<file path="src/rtl/iob_modcnt2.sv">
// Modulo counter with up/down direction, programmable step, load strobe, runtime modulus
// resync, registered wrap/err pulses; define IOB_MODCNT2_WRAPCNT_EN for the wrap_cnt tally.
module iob_modcnt2 #(
  parameter int DATA_W = 32,
  parameter int STEP_W = 8
`ifdef IOB_MODCNT2_WRAPCNT_EN
  ,
  parameter int WRAP_W = 16
`endif
) (
  input  logic              clk,
  input  logic              rst,
  input  logic              en,
  input  logic              dir,
  input  logic [STEP_W-1:0] step,
  input  logic              ld,
  input  logic [DATA_W-1:0] ld_val,
  input  logic [DATA_W-1:0] mod,
  output logic [DATA_W-1:0] cnt,
  output logic              wrap,
  output logic              err,
  output logic              state_dbg
`ifdef IOB_MODCNT2_WRAPCNT_EN
  ,
  output logic [WRAP_W-1:0] wrap_cnt
`endif
);

  typedef enum logic {IDLE, RUN} state_t;

  state_t state, state_nx;
  logic [DATA_W-1:0] cnt_nx;
  logic              wrap_nx;
  logic              err_nx;
  logic              load;

  // All modulus arithmetic is one bit wider so that mod == 0 can stand for 2^DATA_W.
  logic [DATA_W:0] m_eff;
  logic [DATA_W:0] cnt_ext;
  logic [DATA_W:0] step_ext;
  logic [DATA_W:0] ld_ext;
  logic [DATA_W:0] up_sum;
  logic [DATA_W:0] up_wrapped;
  logic [DATA_W:0] dn_diff;
  logic [DATA_W:0] dn_wrapped;

  assign m_eff      = (mod == '0) ? {1'b1, {DATA_W{1'b0}}} : {1'b0, mod};
  assign cnt_ext    = {1'b0, cnt};
  assign step_ext   = {{(DATA_W + 1 - STEP_W){1'b0}}, step};
  assign ld_ext     = {1'b0, ld_val};
  assign up_sum     = cnt_ext + step_ext;
  assign up_wrapped = up_sum - m_eff;
  assign dn_diff    = cnt_ext - step_ext;
  assign dn_wrapped = cnt_ext + m_eff - step_ext;

  assign state_dbg = (state == RUN);

  always_comb begin
    state_nx = state;
    cnt_nx   = cnt;
    wrap_nx  = 1'b0;
    err_nx   = 1'b0;
    load     = 1'b0;
    if (ld || (state == IDLE && en)) begin
      // An enable seen in IDLE acts as an implicit load; no count happens that cycle.
      load     = 1'b1;
      state_nx = RUN;
      if (ld_ext < m_eff) begin
        cnt_nx = ld_val;
      end else begin
        cnt_nx = '0;
        err_nx = 1'b1;
      end
    end else if (state == RUN && en) begin
      if (cnt_ext >= m_eff) begin
        // Modulus was lowered below the current value: resync to zero.
        cnt_nx  = '0;
        wrap_nx = 1'b1;
      end else if (step_ext >= m_eff) begin
        err_nx = 1'b1;
      end else if (step != '0) begin
        if (!dir) begin
          if (up_sum >= m_eff) begin
            cnt_nx  = up_wrapped[DATA_W-1:0];
            wrap_nx = 1'b1;
          end else begin
            cnt_nx = up_sum[DATA_W-1:0];
          end
        end else begin
          if (cnt_ext >= step_ext) begin
            cnt_nx = dn_diff[DATA_W-1:0];
          end else begin
            cnt_nx  = dn_wrapped[DATA_W-1:0];
            wrap_nx = 1'b1;
          end
        end
      end
    end
  end

  always_ff @(posedge clk) begin
    if (!rst) begin
      state <= IDLE;
      cnt   <= '0;
      wrap  <= 1'b0;
      err   <= 1'b0;
    end else begin
      state <= state_nx;
      cnt   <= cnt_nx;
      wrap  <= wrap_nx;
      err   <= err_nx;
    end
  end

`ifdef IOB_MODCNT2_WRAPCNT_EN
  always_ff @(posedge clk) begin
    if (!rst) begin
      wrap_cnt <= '0;
    end else if (load) begin
      wrap_cnt <= '0;
    end else if (wrap_nx && (wrap_cnt != '1)) begin
      wrap_cnt <= wrap_cnt + 1'b1;
    end
  end
`endif

endmodule

</file>
<file path="config.mk">
export PLATFORM = sky130hd
export DESIGN_NAME = iob_modcnt2
export DESIGN_NICKNAME = d
export VERILOG_FILES = /design/src/rtl/iob_modcnt2.sv
export SDC_FILE = /design/constraint.sdc
export NUM_CORES = 1
export LEC_CHECK = 0
export CAP_MARGIN = 10
export CORE_MARGIN = 2
export CORE_UTILIZATION = 35
export DETAILED_ROUTE_END_ITERATION = 6
export GPL_TIMING_DRIVEN = 0
export HOLD_SLACK_MARGIN = 0.03
export PLACE_DENSITY_LB_ADDON = 0.2
export RECOVER_POWER = 25
export SLEW_MARGIN = 20
export SYNTH_ARGS = -nofsm -noshare
export SYNTH_HDL_FRONTEND = slang
export SYNTH_SLANG_ARGS = --single-unit
</file>
<file path="constraint.sdc">
create_clock -name clk -period 14.5 [get_ports clk]
set_clock_uncertainty 0.05 [all_clocks]
set_input_delay 1.45 -clock clk [delete_from_list [all_inputs] [get_ports clk]]
set_output_delay 1.45 -clock clk [all_outputs]
set_load 0.01 [all_outputs]
</file>
==> results.py, run 1 <==
metrics = {
    "logic_synthesis": {
        "synth_common_cells": "ha_1 (175), inv_1 (156), a21oi_1 (108)",
        "avgSynthCellArea_sq_um": 7.212,
        "synth_top_cell_by_area": "ha_1",
        "postSynthRegisterBits": 35,
        "synth_nets": 1643,
        "async_flop_share": 0,
        "ys.flop_type": "dfxtp_1",
        "synth_top_area_share": 0.2200,
        "synthCells": 1380,
        "yosys_warnings": 0,
        "synth-edff-count": 0,
        "synth_cell_type_count": 74,
        "synth.top_cells.by_area": "ha_1 (22%), dfxtp_1 (7.0%), xnor2_1 (6.4%), inv_1 (5.9%), a21oi_1 (5.4%)",
        "synthesis.area_sq_um": 9952,
        "synth-seq-area-share": 0.07040,
        "synth_most_common_cell": "ha_1",
    },
    "route": {
        "drt_wl_total_mm": 43.03,
        "num_vias": 11060,
        "remaining_drc_errors": 0,
        "vias_per_cell": 5.894,
        "drt_iter0_drc": 1087,
        "first_pass_iters": 5,
        "wire_per_inst_um": 22.94,
        "drtAntennaViolNets": 0,
    },
    "timing": {
        "finalSetupTns_ns": 0,
        "worst_pin_slew_ns": 1.197,
        "whs_ns": 0.5059,
        "slew_headroom": 0.1895,
        "period_share": 0.5630,
        "timing.final.ws_setup_ns": 6.336,
        "min_period_ns": 8.164,
        "slew_viol_final": 0,
        "final_hold_viol_count": 0,
        "finalSetupViolations": 0,
        "fmax_mhz": 122.5,
        "rsz0062_at_grt": "no",
    },
    "floorplan": {
        "die_h_um": 172.6,
        "io_pins": 112,
        "die_area_sq_um": 29800,
        "core_area_sq_um": 27860,
        "rows": 61,
        "die_width_um": 172.6,
        "start_util": 0.3572,
    },
    "clocking": {
        "clockBufferDepth": 2,
        "cts_hold_buf": 0,
        "cts.repair.resized": 0,
        "cts_tree": "yes",
        "cts_sinks": 35,
        "path_clk_slew_ns": 0.06,
        "clk_latency_ns": 0.29,
        "htreeDepth": 2,
        "cts_buffers": 5,
        "post-cts-setup-buffers": 0,
        "root_buffer": "clkbuf_16",
    },
    "global_routing": {
        "gr-usage-all-layers": 0.2780,
        "grt_overflow": 0,
        "grt_pass1_wl_mm": 63.69,
        "antenna_found_initial": 0,
        "grt_max_degree": 11,
        "grt_pass1_vias": 10290,
    },
    "status": {
        "status": "finished clean",
    },
    "place": {
        "numPortBuffers": 110,
        "globalplace.congestion": 0.9747,
        "place_ws_ns": 6.229,
        "dp_hpwl_mm": 36.33,
    },
    "worst_setup_path": {
        "crit_fanout": 10,
        "critical_path_class": "primary input to flop",
        "worstSetupStartpointType": "primary input",
        "worstPathArrival_ns": 8.25,
        "slowest_stage": "a211oi_1",
        "crit_family": "compound AO/OA/AOI/OAI gates",
        "crit_chain": "clkdlybuf4s50_1 -> inv_1 -> ha_1 -> clkbuf_1 -> nand2b_1 -> a21oi_1 -> nor3_1 -> a211oi_1 -> nand4_1 -> xnor2_1 -> ha_1 -> clkbuf_1 -> nand4_1 -> nor2_1 -> a31oi_1 -> a31oi_1 -> and2_1 -> buf_2 -> buf_2 -> mux2_2 -> o211ai_1 -> a21oi_1",
        "max_stage_delay_ns": 0.98,
        "required_ns": 14.58,
        "endpoint_kind": "flop",
        "cp_num_buf_inv": 6,
    },
    "finish": {
        "n_fill_cell": 2962,
        "drive_gt1_frac": 0.02470,
        "register_area_sq_um": 700.7,
        "nNetsFinal": 1760,
        "area_delta_synth_final_pct": 17.20,
        "antenna_cells": 0,
        "multi_input_area_sq_um": 8411,
        "fin_util": 0.4187,
    },
    "job": {
        "max_cap_viol_count": 0,
    },
    "power": {
        "p_per_area_nw_per_um2": 91.07,
        "peakVddDrop_mv": 0.04065,
        "power.leakage_nw": 5.216,
    },
    "min_path": {
        "hold_path.class": "flop to flop",
    },
}
==> layer usage <==
layer	global-route usage	routed length [um]
met1	0.3986	19720
met2	0.4227	18000
met3	0.05343	4116
met4	0.07407	1188
met5	0	0
==> worst min-delay path: cells and delay by family (launching register included) <==
kind / cells / cell delay, ns
compound gates: 1 / 0.07
flops: 1 / 0.35
buf+inv: 1 / 0.09
==> flip-flops by register name, summed over array words and instances, names as in the netlist <==
| signal | count |
|---|---|
| cnt | 32 |
| err | 1 |
| state_dbg | 1 |
| wrap | 1 |
==> placed cells by master (no fill, tap or decap), drive strengths merged, types with 19 or more instances in the layout <==
cell type	instances
and3	19
xnor2	73
nand4	28
ha	175
nand2	85
clkbuf	55
inv	156
xor2	32
clkdlybuf4s50	93
o211ai	29
a21o	57
a211oi	26
nor4	19
dfxtp	35
nor2	85
nand3	38
nor3	34
a21oi	108
o21ai	78
==> report_power, final <==
group,switching (mW),total (mW),internal (mW)
Clock,0.0461,0.110,0.0637
Combinational,0.498,0.816,0.319
Sequential,0.0279,0.136,0.108
Total,0.572,1.06,0.490
==> cell families (layout without fill, tap and decap cells) <==
| kind of cell | after synthesis | after routing | share of synthesized area |
|---|---|---|---|
| muxes | 16 | 16 | 0.01697 |
| adders and majority gates | 186 | 186 | 0.2421 |
| AOI/OAI and AO/OA | 449 | 449 | 0.3050 |
| buffers and inverters | 216 | 334 | 0.08449 |
| xor gates and xnor gates | 105 | 105 | 0.09241 |
| DFF | 35 | 35 | 0.07040 |
| and+or+nand+nor | 373 | 373 | 0.1886 |
==> worst paths after layout <==
path	from	endpoint	slack, ns	cells past startpoint
worst max-delay path	step[4]	cnt[4]	6.34	22
worst min-delay path	state_dbg	state_dbg	0.51	2
worst max register to register	cnt[4]	cnt[4]	7.72	20
worst min register to register	state_dbg	state_dbg	0.51	2
==> metrics by stage <==
| stage | cell area (sq um) | instances | power (mW) |
|---|---|---|---|
| after floorplan | 9952 | 1380 | 0.6759 |
| after global placement | 11530 | 1868 | 0.9287 |
| after detailed placement | 11530 | 1868 | 0.9287 |
| after CTS | 11660 | 1876 | 1.043 |
| after global routing | 11660 | 1876 | 1.141 |
| final | 11660 | 1876 | 1.062 |
==> cell type report <==
class | instances | share of cell area
Multi-Input combinational cell | 1129 | 0.7211
Timing Repair Buffer | 110 | 0.09440
Sequential cell | 35 | 0.06007
Inverter | 158 | 0.05085
Tap cell | 378 | 0.04055
Buffer | 58 | 0.02124
Clock buffer | 7 | 0.01137
Clock inverter | 1 | 0.0004291
Power figures use the tool's default switching activity.
==> run 2, diff against run 1 <==
==> constraint.sdc (replaced) <==
create_clock -name clk -period 8 [get_ports clk]
set_clock_uncertainty 0.05 [all_clocks]
set_input_delay 0.8 -clock clk [delete_from_list [all_inputs] [get_ports clk]]
set_output_delay 0.8 -clock clk [all_outputs]
set_load 0.01 [all_outputs]
==> results of run 2 <==
Same layout as run 1 (identical final DEF). Status: finished clean.
Among the figures that moved: setup slack after placement 6.229 ns -> 0.3792 ns; setup slack after layout 6.336 ns -> 0.4862 ns; register-to-register setup slack 7.72 ns -> 1.22 ns; total power 1.062 mW -> 1.925 mW; worst IR drop on VDD 0.04065 mV -> 0.07367 mV
==> run 3, diff against run 2 <==
--- a/config.mk
+++ b/config.mk
@@ -10,7 +10,6 @@
 export CORE_UTILIZATION = 35
 export DETAILED_ROUTE_END_ITERATION = 6
 export GPL_TIMING_DRIVEN = 0
-export HOLD_SLACK_MARGIN = 0.03
 export PLACE_DENSITY_LB_ADDON = 0.2
 export RECOVER_POWER = 25
 export SLEW_MARGIN = 20
==> results of run 3 <==
Same layout as run 1 (identical final DEF). Status: finished clean.
Among the figures that moved: setup slack after placement 6.229 ns -> 0.3792 ns; setup slack after layout 6.336 ns -> 0.4862 ns; register-to-register setup slack 7.72 ns -> 1.22 ns; total power 1.062 mW -> 1.925 mW; worst IR drop on VDD 0.04065 mV -> 0.07367 mV
